==> src/rtl/mips_encode_stream.sv <==
// mips_encode_stream: rebuilds MIPS instruction words from decoded control fields and streams them out through a small FIFO
// Ports: clock/reset (sync, active-high); in_valid/in_ready command handshake carrying alu_op, alu_src2,
// rd_src, dst, src1, src2, imm16; out_valid/out_ready/out_word FIFO head; err pulses after an illegal
// accepted command; emit_count/rej_count are saturating counts of pushed words and rejected commands.
module mips_encode_stream #(
  parameter int DEPTH = 2,
  parameter int CNT_WIDTH = 16
) (
  input  logic                 clock,
  input  logic                 reset,
  input  logic                 in_valid,
  output logic                 in_ready,
  input  logic [2:0]           alu_op,
  input  logic [1:0]           alu_src2,
  input  logic                 rd_src,
  input  logic [4:0]           dst,
  input  logic [4:0]           src1,
  input  logic [4:0]           src2,
  input  logic [15:0]          imm16,
  output logic                 out_valid,
  input  logic                 out_ready,
  output logic [31:0]          out_word,
  output logic                 err,
  output logic [CNT_WIDTH-1:0] emit_count,
  output logic [CNT_WIDTH-1:0] rej_count
);
  localparam int AW = $clog2(DEPTH);
  localparam logic [AW:0] FULL = (AW+1)'(DEPTH);
  logic [31:0] mem [DEPTH];
  logic [AW-1:0] wp, rp;
  logic [AW:0] fill;
  logic [5:0] funct, opc;
  logic legal, acc, push, pop;
  logic [31:0] word;
  always_comb begin
    funct = alu_op == 3'b010 ? 6'h20 : alu_op == 3'b011 ? 6'h22 : alu_op == 3'b100 ? 6'h24 :
            alu_op == 3'b101 ? 6'h25 : alu_op == 3'b110 ? 6'h27 : 6'h26;
    opc = alu_op == 3'b010 ? 6'h08 : alu_op == 3'b100 ? 6'h0c : alu_op == 3'b101 ? 6'h0d : 6'h0e;
    legal = rd_src ? (alu_op == 3'b010 ? alu_src2 == 2'b01 : alu_src2 == 2'b10 && alu_op[2] && alu_op != 3'b110)
                   : alu_src2 == 2'b00 && alu_op[2:1] != 2'b00;
    word = rd_src ? {opc, src1, dst, imm16} : {6'h00, src1, src2, dst, 5'b0, funct};
  end
  assign in_ready = !reset && fill != FULL;
  assign acc = in_valid && in_ready;
  assign push = acc && legal;
  assign out_valid = fill != '0;
  assign pop = out_valid && out_ready;
  assign out_word = out_valid ? mem[rp] : 32'h0;
  always_ff @(posedge clock)
    if (push) mem[wp] <= word;
  always_ff @(posedge clock) begin
    if (reset) begin
      wp <= '0;
      rp <= '0;
      fill <= '0;
      err <= 1'b0;
      emit_count <= '0;
      rej_count <= '0;
    end else begin
      if (push) wp <= wp + 1'b1;
      if (pop) rp <= rp + 1'b1;
      fill <= fill + (AW+1)'(push) - (AW+1)'(pop);
      err <= acc && !legal;
      if (push && ~&emit_count) emit_count <= emit_count + 1'b1;
      if (acc && !legal && ~&rej_count) rej_count <= rej_count + 1'b1;
    end
  end
endmodule
==> config.mk <==
export PLATFORM = sky130hd
export DESIGN_NAME = mips_encode_stream
export DESIGN_NICKNAME = d
export VERILOG_FILES = /design/src/rtl/mips_encode_stream.sv
export SDC_FILE = /design/constraint.sdc
export NUM_CORES = 1
export LEC_CHECK = 0
export BUFFER_PORTS_ARGS = -buffer_cell sky130_fd_sc_hd__buf_2
export CAP_MARGIN = 20
export CORE_MARGIN = 10
export CORE_UTILIZATION = 53
export DETAILED_ROUTE_END_ITERATION = 7
export GPL_TIMING_DRIVEN = 0
export PLACE_DENSITY = 0.86
export SLEW_MARGIN = 20
export SYNTH_ARGS = -nofsm -noshare
export SYNTH_HDL_FRONTEND = slang
export SYNTH_SLANG_ARGS = --single-unit
==> constraint.sdc <==
create_clock -name clock -period 3.1 [get_ports clock]
set_input_delay 0.62 -clock clock [delete_from_list [all_inputs] [get_ports clock]]
set_output_delay 0.62 -clock clock [all_outputs]
set_load 0.01 [all_outputs]
# After elaboration in Yosys (flattened, before gate mapping)
# Memories as Yosys holds them, arrays and structs flattened. A register that Yosys moved wholly into a read port is not among the register bits.
# Cells that the tools add are included.
# word_totals
word_cells	57
n_memories	1
output_inout_bits	67
ram_bits	60
latch_bits	0
romBits	0
input_bits	41
ff_bits	37
# mem_list
memory	depth	width	read_ports	rd_ports_with_merged_regs	wr	line_no	text
mem	2	30	1	1	1	29	logic [31:0] mem [DEPTH];
# classes
reduce_logical	19
div	0
bitwise_logic	0
multipliers	0
eq_ne	9
magnitude_cmp	0
n_shift	0
n_mux	16
add_sub_neg	6
# ops
operator	n
16-bit by 1-bit adder with 16-bit output (second input constant)	2
32-bit two-way mux	1
16-bit AND reduction	2
30-bit two-way mux	1
1-bit logical AND	10
3-bit == test (second input constant)	3
3-bit two-way mux	3
2-bit two-way mux	4
1-bit two-way mux	7
3-bit by 2-bit == test with 1-bit output (second input constant)	2
1-bit logical NOT	4
2-bit nonzero test	2
3-bit != test (second input constant)	1
1-bit adder (second input constant)	2
2-bit by 1-bit adder with 2-bit output	1
2-bit by 1-bit == test with 1-bit output (second input constant)	1
2-bit == test (second input constant)	1
2-bit logical NOT	1
2-bit != test (second input constant)	1
2-bit by 1-bit subtractor with 2-bit output	1

# Longest topological paths before layout
# Gate-level depths: netlist of the first run.
# logic_depth
word_depth	8
mapped_depth	10
ltp_nobuf	9

# Worst setup path before layout of the first run
# OpenSTA, ideal clock, no wires.
# synth_path
kind	input -> register
start	input rd_src
end	memory mem[0][0] in the netlist's numbering, enable pin
setup_time_ns	0.417
path_buffers	1
stages	5
t_required_ns	2.683
t_arrival_ns	2.513
slack_ns	0.170
path_cell_list	buf_6 -> o2111ai_2 -> a21oi_4 -> o21ai_4 -> nor2_1
# synth_between
elab_chain_cells	4
# synth_rtl
element	line_no	text
start: declaration	15	input logic rd_src,
1-bit two-way mux	39	legal = rd_src ? (alu_op == 3'b010 ? alu_src2 == 2'b01 : alu_src2 == 2'b10 && alu_op[2] && alu_op != 3'b110)
1-bit logical AND	45	assign push = acc && legal;
1-bit two-way mux	50	if (push) mem[wp] <= word;
1-bit two-way mux (implied by the code)	50	
end: declaration	29	
# Every way passes these cells.

# Worst setup path in the final report of the first run
# layout_path
start	input rd_src
end	memory mem[1][12] in the netlist's numbering, enable pin
# Same word-level chain as after synthesis.

==> summary.txt, run 1 <==
Tightest Hold Check Type = input port to flop
Final ANT Viol Nets = 0
area delta synth->final = 20.6%
flip-flop and latch count after synthesis = 98
count of fill cells added during filler insertion = 636
Worst-Skew Late Latency = 0.36 ns
vias in the first global route = 3311
synthesized area = 0.00435 mm²
DRT Wirelength = 9780 µm
cell with the biggest individual delay on the critical path = sky130_fd_sc_hd__and2_2
multi-input combinational cell area = 0.00169 mm²
number of buffer and inverter instances along the worst setup path = 3
Finish-stage setup viols = 0
xor/xnor cell area share of the yosys netlist = 4.63%
clk_skew = 0.00858 ns
CP delay by family, top = simple AND/OR/NAND/NOR gates
Lkg Pwr = 2.03 nW
Core Util, Final = 66.9%
cell depth of the worst flop-to-flop path = 8
fraction of the mapped netlist area in compound gates = 5.61%
area taken by flip-flops and latches = 0.00256 mm²
run status = finished clean
routed via count divided by cell count = 5.25
Placer Congestion = 0.821
Highest Clock Rate = 387 MHz
synthesized-area fraction occupied by and/or/nand/nor cells = 16.9%
number of pins exceeding their max-slew limit in the final report = 0
worst hold slack after final layout = 0.455 ns
IR drop worst, VDD = 350 µV
mean routed wirelength per cell = 16.1 µm
DRC violation total after the first TritonRoute iteration = 104
count of pins on the block boundary = 108
Worst path max stage delay = 0.73 ns
critical-path cell list = buf_2 > buf_6 > o2111ai_2 > a21oi_4 > o21a_1 > clkbuf_1 > and2_2
grt ovf = 0
setup repair after global routing missed its margin = no
Core ar. = 0.00785 mm²
Arrival @ worst endpoint = 2.57 ns
PortBufs = 104
Clock transition at path regs = 0.09 ns
Max transition margin = 45.8%
Worst Setup End Kind = flop
Max Cap Violations = 0
pin count of the biggest net entering global routing = 31
Worst Max-Slew Pin Slew = 0.805 ns
GR Util All Layers = 15.5%
post-synthesis mux area share = 10.4%
root buffer selected by CTS = sky130_fd_sc_hd__clkbuf_8
cts bufs inserted = 9
Tcrit/Tclk final = 83.3%
CTS sink cnt = 98
CTS Hold Bufs = 0
TritonCTS clock tree = built
Die Y = 111 µm
largest fanout of any net on the critical path = 30
antenna violations before repair = 0
Antenna diodes = 0
Synth Area per Inst = 11.3 µm²
overall die area = 0.0122 mm²
sequential fraction of the synthesis area = 58.9%
first-pass iteration count of the detailed router = 4
area share of fa/ha/maj cells after synthesis = 0.862%
DRC errors left = 0
Starting Density = 55.5%
maximum buffer depth of the clock tree = 2
number of failing hold endpoints at the final stage = 0
required time at the worst-slack endpoint = 3.09 ns
main combinational cell family by area after synthesis = simple AND/OR/NAND/NOR gates
CP Depth = 7
number of H-tree levels = 3
die boundary width = 111 µm
number of stages on the worst hold path = 1
time the final worst path needs with I/O delays and setup = 2.58 ns
post-synthesis cell type count = 48
CP Class = input port to flop
post-CTS setup buffer count = 0
synthesized instance count = 384
number of placement rows = 32
fin nets = 545
share of final-layout standard cells stronger than drive strength 1 = 28.5%
wire length of the first global-routing pass = 15800 µm
total power per unit cell area = 632 mW/mm²
Warnings, synthesis = 0
DP Wirelength = 7290 µm
detailed-route via count = 3193
crit start category = input port
post-CTS sizing = 0
[sequential cells by signal, summed over array words and instances, names as in the netlist, named ones only]
register / flops
emit_count: 16
rp: 1
rej_count: 16
mem: 60
wp: 1
fill: 2
err: 1
[synth_stat cells, drive strengths merged]
cell,number,area [µm²]
nor4,2,12.5
o21a,1,7.51
xnor2,8,70.1
a41oi,2,17.5
or4,2,18.8
nand2,24,90.1
or2,1,6.26
nand4,5,31.3
nor3,5,25.0
o21ai,11,66.3
o31ai,2,15.0
nor2b,2,12.5
nor3b,1,12.5
nand3b,1,7.51
a21oi,11,66.3
nand3,16,80.1
mux2,10,113
dfxtp,38,761
or3,8,50.1
nor2,65,246
inv,10,37.5
and2,10,62.6
and3,4,25.0
a311oi,1,8.76
and4b,1,11.3
a31oi,2,12.5
o2111ai,1,15.0
nand2b,3,18.8
o31a,1,8.76
a2111oi,1,8.76
and4,1,8.76
o211ai,1,7.51
ha,3,37.5
mux2i,34,340
buf,5,33.8
edfxtp,60,1800
o211a,1,10.0
clkbuf,12,45.0
conb,1,3.75
and2b,2,15.0
xor2,15,131
[layer usage]
metal / wire (µm) / GRT usage (%) / vias to the layer above
met3: 571 / 5.13 / 2
met1: 4140 / 17.5 / 1519
li1: - / - / 1588
met5: 0 / 0 / -
met2: 5050 / 27.8 / 84
met4: 21 / 2.94 / 0
[path summary, 6_finish.rpt]
check / slack [ns] / endpoint / from
worst max-delay path: 0.52 / mem[1][12]$_DFFE_PP_ / rd_src
worst min-delay path: 0.45 / mem[1][21]$_DFFE_PP_ / src1[0]
worst max register to register: 0.64 / emit_count[15]$_SDFFE_PP0P_ / emit_count[0]$_SDFFE_PP0P_
worst min register to register: 0.49 / rej_count[4]$_SDFFE_PP0P_ / rej_count[4]$_SDFFE_PP0P_
[power breakdown]
group,internal (W),leakage (nW),switching [W]
Sequential,0.00143,0.850,0.0000310
Combinational,0.000400,1.08,0.000605
Clock,0.000404,0.103,0.000451
Total,0.00223,2.03,0.00109
[through the flow]
stage	cell area, µm²	setup slack [ns]	TNS (ns)	std cells	total power [W]
floorplan	4360	0.170	0	385	0.00211
global placement	5000	-0.800	-33.06	591	0.00248
detailed placement	5040	0.113	0	592	0.00250
CTS	5250	0.505	0	608	0.00336
global route	5250	0.330	0	608	0.00352
finish	5250	0.517	0	608	0.00332
[cells by family after synthesis]
family | count (synthesis)
AO/OA/AOI/OAI | 35
XOR/XNOR | 23
adder cells (fa/ha/maj) | 3
buffers and inverters | 27
flip-flops | 98
multiplexers | 44
other | 1
AND/OR/NAND/NOR | 153
[layout make-up]
class                      count  area share, %
buffer                        17           1.50
sequential                    98           48.8
tap                          102           2.43
inverter                      10          0.715
clock inverter                 6           1.38
timing repair buffer         105           10.4
clock buffer                  10           2.62
multi-input combinational    260           32.1
[cell usage in the layout, fill, tap and decap left out, drive strengths merged, types with 2 or more instances in the layout]
cell type and count:
mux2i 34, dfxtp 38, inv 12, nor4 2, or3 8, edfxtp 60, nand3 16, nand2 24
a31oi 2, clkbuf 22, mux2 10, nor3 5, xor2 15, and2 10, ha 3, nor2b 2
a41oi 2, nand4 5, or4 2, nor2 65, o31ai 2, a21oi 11, and3 4, xnor2 8
clkinv 2, and2b 2, buf 110, conb 2, o21ai 11, nand2b 3
No activity file was read; power rests on OpenSTA's default activity.
==> run 2: changes to the inputs <==
CORE_UTILIZATION = 48   (was 53)
PLACE_DENSITY = 0.83   (was 0.86)
clock period = 2.1 ns   (was 3.1 ns; I/O delays follow)
==> run 2 against run 1 <==
Compared with the run above:
- global-route usage decreased by 0.18 points
- clock skew up 0.0012 ns
- sequential share of layout area shrank 1.1 points
- design area is 2.6% higher
- via count increased by 4.2%
- non-clock buffer count rose by 4
- first-iteration DRC count up 22%
- highest routed layer unchanged
==> summary.txt, run 2 (same netlist as run 1, synthesis figures left out) <==
run status = finished clean
count of pins on the block boundary = 108
post-route cell area = 0.00539 mm²
pin count of the biggest net entering global routing = 31
Die Y = 115 µm
first-pass iteration count of the detailed router = 4
vias in the first global route = 3498
Final ANT Viol Nets = 0
crit start category = flop
number of failing hold endpoints at the final stage = 0
worst setup path startpoint = fill[1]$_SDFF_PP0_
antenna violations before repair = 0
Lkg Pwr = 2.09 nW
Antenna diodes = 0
Starting Density = 49.7%
maximum buffer depth of the clock tree = 2
share of final-layout standard cells stronger than drive strength 1 = 33.1%
register name with the most flops = mem
root buffer selected by CTS = sky130_fd_sc_hd__clkbuf_8
fin nets = 549
Hold Startpoint = src1[2]
required time at the worst-slack endpoint = 2.38 ns
met3 usage = 4.22%
largest fanout of any net on the critical path = 9
CTS sink cnt = 98
detailed-route via count = 3326
Finish-stage setup viols = 0
number of placement rows = 34
reg2reg setup slack = 0.06 ns
Worst-Skew Late Latency = 0.36 ns
Worst R2R Start = fill[1]$_SDFF_PP0_
global-route track usage on met1 = 17.0%
DP Wirelength = 7550 µm
Critical R2R Capture = fill[1]$_SDFF_PP0_
Clock transition at path regs = 0.10 ns
Worst Max-Slew Pin Slew = 0.888 ns
IR drop worst, VDD = 423 µV
Tcrit/Tclk final = 97.2%
largest registers = mem: 60 flops, emit_count: 16 flops, rej_count: 16 flops
PortBufs = 104
Worst Setup End Kind = flop
most used routing layer in global routing = met2
number of H-tree levels = 3
cts bufs inserted = 9
number of stages on the worst hold path = 1
DRC violation total after the first TritonRoute iteration = 127
mean routed wirelength per cell = 16.9 µm
cell depth of the worst flop-to-flop path = 9
instance area after placement = 0.00503 mm²
Placer Congestion = 0.817
Max Cap Violations = 0
overall die area = 0.0133 mm²
clk_skew = 0.00979 ns
routed via count divided by cell count = 5.38
Max transition margin = 40.7%
number of pins exceeding their max-slew limit in the final report = 0
DRT Wirelength = 10400 µm
commonest cells after routing, fill and taps aside = sky130_fd_sc_hd__buf_2, sky130_fd_sc_hd__nor2_1, sky130_fd_sc_hd__edfxtp_1
Highest Clock Rate = 490 MHz
total power per unit cell area = 913 mW/mm²
post-route worst setup slack = 0.0592 ns
DRC errors left = 0
max reg flops = 60
capture endpoint of the worst hold path = mem[1][23]$_DFFE_PP_
time the final worst path needs with I/O delays and setup = 2.04 ns
Tightest Hold Check Type = input port to flop
Arrival @ worst endpoint = 2.32 ns
wire length of the first global-routing pass = 16400 µm
Post-Place Setup Slack = -0.446 ns
TritonCTS clock tree = built
setup repair after global routing missed its margin = yes
Core ar. = 0.00876 mm²
most common library cell in the layout ignoring fill and taps = sky130_fd_sc_hd__buf_2
GR Util All Layers = 15.3%
grt ovf = 0
area delta synth->final = 23.8%
CP Class = flop to flop
met2 layer usage reported by global route = 27.5%
die boundary width = 115 µm
-- run 2: stage by stage --
stage               power, W  TNS (ns)  hold WS (ns)  std cells  utilization, %
detailed placement   0.00371    -26.62         0.491        597            57.4
floorplan            0.00312         0         0.472        385               -
CTS                  0.00493  -0.00811         0.239        614            60.2
global placement     0.00367    -24.19         0.472        597            57.4
global route         0.00522   -0.0645         0.233        618            61.5
finish               0.00492         0         0.250        618            61.5
-- run 2: where the power goes --
group / switching (W) / internal, W
Combinational: 0.000914 / 0.000627
Clock: 0.000661 / 0.000558
Sequential: 0.0000485 / 0.00211
-- run 2: worst max-delay path, cell delays in order (launching register included) --
cell,delay (ns)
sky130_fd_sc_hd__dfxtp_4,0.38
sky130_fd_sc_hd__inv_1,0.07
sky130_fd_sc_hd__o211a_1,0.30
sky130_fd_sc_hd__o21a_1,0.14
sky130_fd_sc_hd__buf_6,0.13
sky130_fd_sc_hd__xnor2_1,0.13
sky130_fd_sc_hd__ha_1,0.20
sky130_fd_sc_hd__xor2_1,0.15
sky130_fd_sc_hd__or3_1,0.31
sky130_fd_sc_hd__a21oi_1,0.16
-- run 2: cell type report --
| type | instances | area, µm² |
|---|---|---|
| buffer | 17 | 106 |
| clock buffer | 9 | 124 |
| clock inverter | 7 | 73.8 |
| fill | 738 | 3380 |
| inverter | 10 | 37.5 |
| multi-input combinational | 260 | 1770 |
| sequential | 98 | 2570 |
| tap | 108 | 135 |
| timing repair buffer | 109 | 571 |
-- run 2: how the worst max path moves through the flow --
stage	end	slack [ns]	cells past startpoint
4_1_cts	fill[1]$_SDFF_PP0_	-0.008	11
3_5_place_dp	mem[1][24]$_DFFE_PP_	-0.45	7
3_3_place_gp	mem[1][22]$_DFFE_PP_	-0.43	7
5_1_grt	emit_count[2]$_SDFFE_PP0P_	-0.03	7
6_report	fill[1]$_SDFF_PP0_	0.06	9
2_1_floorplan	fill[1]$_SDFF_PP0_	0.01	9
-- run 2: what timing repair did --
action / in CTS / in global routing
hold buffers: 0 / 0
pin swaps: 2 / 4
setup endpoints to repair: 71 / 40
gates resized for setup: 16 / 17
endpoints found under the hold margin: 0 / 0
buffers inserted: 1 / 4
-- run 2: per-layer routing --
layer	part of all wire [%]	routed length, µm
met3	7.1	742
met4	1.2	124
met2	52	5420
met1	40	4140
met5	0	0
==> run 3: changes to the inputs <==
CORE_UTILIZATION = 55   (was 48)
PLACE_DENSITY = 0.89   (was 0.83)
clock period = 2.4 ns   (was 2.1 ns; I/O delays follow)
==> run 3 against run 2 <==
Compared with the run above:
- non-clock buffer count down 5
- total power is 13% lower
- final cell count shrank 1.8%
- routed wire length fell by 6.4%
- design area shrank 2.1%
- global-route usage grew 1.1 points
- flip-flop and latch count unchanged
- clock skew shrank 0.00089 ns
- clock-buffer cell count stayed put
- register-to-register slack improved by 0.07 ns
- largest cell class unchanged
==> summary.txt, run 3 (same netlist as run 1, synthesis figures left out) <==
crit start category = input port
Antenna diodes = 0
DP Wirelength = 7270 µm
cts bufs inserted = 9
DRC violation total after the first TritonRoute iteration = 112
Worst Max-Slew Pin Slew = 0.859 ns
register name with the most flops = mem
number of pins exceeding their max-slew limit in the final report = 0
count of fill cells added during filler insertion = 600
grt ovf = 0
number of H-tree levels = 3
Clock transition at path regs = 0.09 ns
CP Class = input port to flop
GR Util All Layers = 16.4%
Worst R2R Start = emit_count[3]$_SDFFE_PP0P_
Critical R2R Capture = emit_count[11]$_SDFFE_PP0P_
Max transition margin = 42.2%
Placer Congestion = 0.780
Sum Neg Setup Slack = 0 ns
largest fanout of any net on the critical path = 10
commonest cells after routing, fill and taps aside = sky130_fd_sc_hd__buf_2, sky130_fd_sc_hd__nor2_1, sky130_fd_sc_hd__edfxtp_1
total power per unit cell area = 815 mW/mm²
number of placement rows = 32
number of failing hold endpoints at the final stage = 0
CTS sink cnt = 98
wire length of the first global-routing pass = 15600 µm
fin nets = 544
pin count of the biggest net entering global routing = 31
Arrival @ worst endpoint = 2.55 ns
count of pins on the block boundary = 108
die boundary width = 109 µm
largest registers = mem: 60 flops, emit_count: 16 flops, rej_count: 16 flops
Tcrit/Tclk final = 94.9%
Worst-Skew Late Latency = 0.35 ns
run status = finished clean
clk_skew = 0.00890 ns
maximum buffer depth of the clock tree = 2
most common library cell in the layout ignoring fill and taps = sky130_fd_sc_hd__buf_2
Worst Setup End Kind = flop
PortBufs = 104
capture endpoint of the worst hold path = mem[0][25]$_DFFE_PP_
root buffer selected by CTS = sky130_fd_sc_hd__clkbuf_8
first-pass iteration count of the detailed router = 4
DRC errors left = 0
mean routed wirelength per cell = 16.1 µm
antenna violations before repair = 0
vias in the first global route = 3316
Die Y = 109 µm
max reg flops = 60
IR drop worst, VDD = 455 µV
Lkg Pwr = 2.07 nW
routed via count divided by cell count = 5.38
detailed-route via count = 3265
post-route cell area = 0.00527 mm²
overall die area = 0.0119 mm²
Final ANT Viol Nets = 0
required time at the worst-slack endpoint = 2.67 ns
Finish-stage setup viols = 0
instance area after placement = 0.00504 mm²
DRT Wirelength = 9760 µm
post-CTS setup buffer count = 0
area delta synth->final = 21.2%
reg2reg setup slack = 0.13 ns
Highest Clock Rate = 439 MHz
Starting Density = 56.3%
setup repair after global routing missed its margin = no
time the final worst path needs with I/O delays and setup = 2.28 ns
Max Cap Violations = 0
share of final-layout standard cells stronger than drive strength 1 = 29.3%
Core ar. = 0.00773 mm²
TritonCTS clock tree = built
Tightest Hold Check Type = input port to flop
number of stages on the worst hold path = 1
Hold Startpoint = src1[4]
Core Util, Final = 68.2%
cell depth of the worst flop-to-flop path = 6
run 3: cell count changes in the layout (fill, tap and decap cells not counted), sizes merged:
cell,before,now
clkbuf,22,21
buf,113,109
clkinvlp,2,0
inv,13,11
bufinv,1,2
clkinv,1,4
run 3: critical path, stage by stage:
cell and delay (ns):
sky130_fd_sc_hd__buf_2 0.12, sky130_fd_sc_hd__buf_6 0.16, sky130_fd_sc_hd__o2111ai_2 0.16, sky130_fd_sc_hd__a21oi_4 0.29, sky130_fd_sc_hd__o21a_1 0.38, sky130_fd_sc_hd__xnor2_1 0.14, sky130_fd_sc_hd__ha_1 0.20, sky130_fd_sc_hd__xor2_1 0.15
sky130_fd_sc_hd__or3_1 0.32, sky130_fd_sc_hd__a21oi_1 0.15
run 3: how the worst max path moves through the flow:
stage	startpoint	to	depth (start not counted)
6_report	rd_src	fill[1]$_SDFF_PP0_	10
2_1_floorplan	rd_src	fill[1]$_SDFF_PP0_	10
3_3_place_gp	rd_src	mem[0][24]$_DFFE_PP_	6
5_1_grt	reset	fill[1]$_SDFF_PP0_	9
4_1_cts	rd_src	fill[1]$_SDFF_PP0_	11
3_5_place_dp	rd_src	mem[1][21]$_DFFE_PP_	7
run 3: cell type report:
cell class / instances / area, µm² / share of cell area [%]
Sequential cell: 98 / 2560 / 48.6
Multi-Input combinational cell: 260 / 1700 / 32.3
Timing Repair Buffer: 105 / 548 / 10.4
Tap cell: 102 / 128 / 2.42
Clock buffer: 9 / 124 / 2.35
Clock inverter: 7 / 92.6 / 1.76
Buffer: 16 / 78.8 / 1.49
Inverter: 10 / 37.5 / 0.712
run 3: power breakdown:
group | switching [W] | total, W | internal (W)
combinational | 0.000767 | 0.00128 | 0.000518
clock | 0.000545 | 0.00113 | 0.000587
sequential | 0.0000376 | 0.00188 | 0.00184
total | 0.00135 | 0.00430 | 0.00295
run 3: repair_timing:
item / in CTS / in global routing
setup endpoints to repair: 38 / 12
hold buffers: 0 / 0
resized for setup: 4 / 2
run 3: through the flow:
step                      instances  hold WS (ns)  power (W)  worst slack [ns]
final                           607         0.323    0.00430             0.122
after detailed placement        592         0.490    0.00322            -0.448
after CTS                       608         0.305    0.00434           0.00406
after global routing            607         0.300    0.00453           0.00925
after global placement          591         0.469    0.00320            -0.557
after floorplan                 385         0.472    0.00273            0.0988
run 3: layer usage:
metal / GRT usage, % / part of all wire, %
met1: 19.4 / 40
met2: 28.9 / 51
met3: 4.37 / 7.6
met4: 4.43 / 1.2
met5: 0 / 0
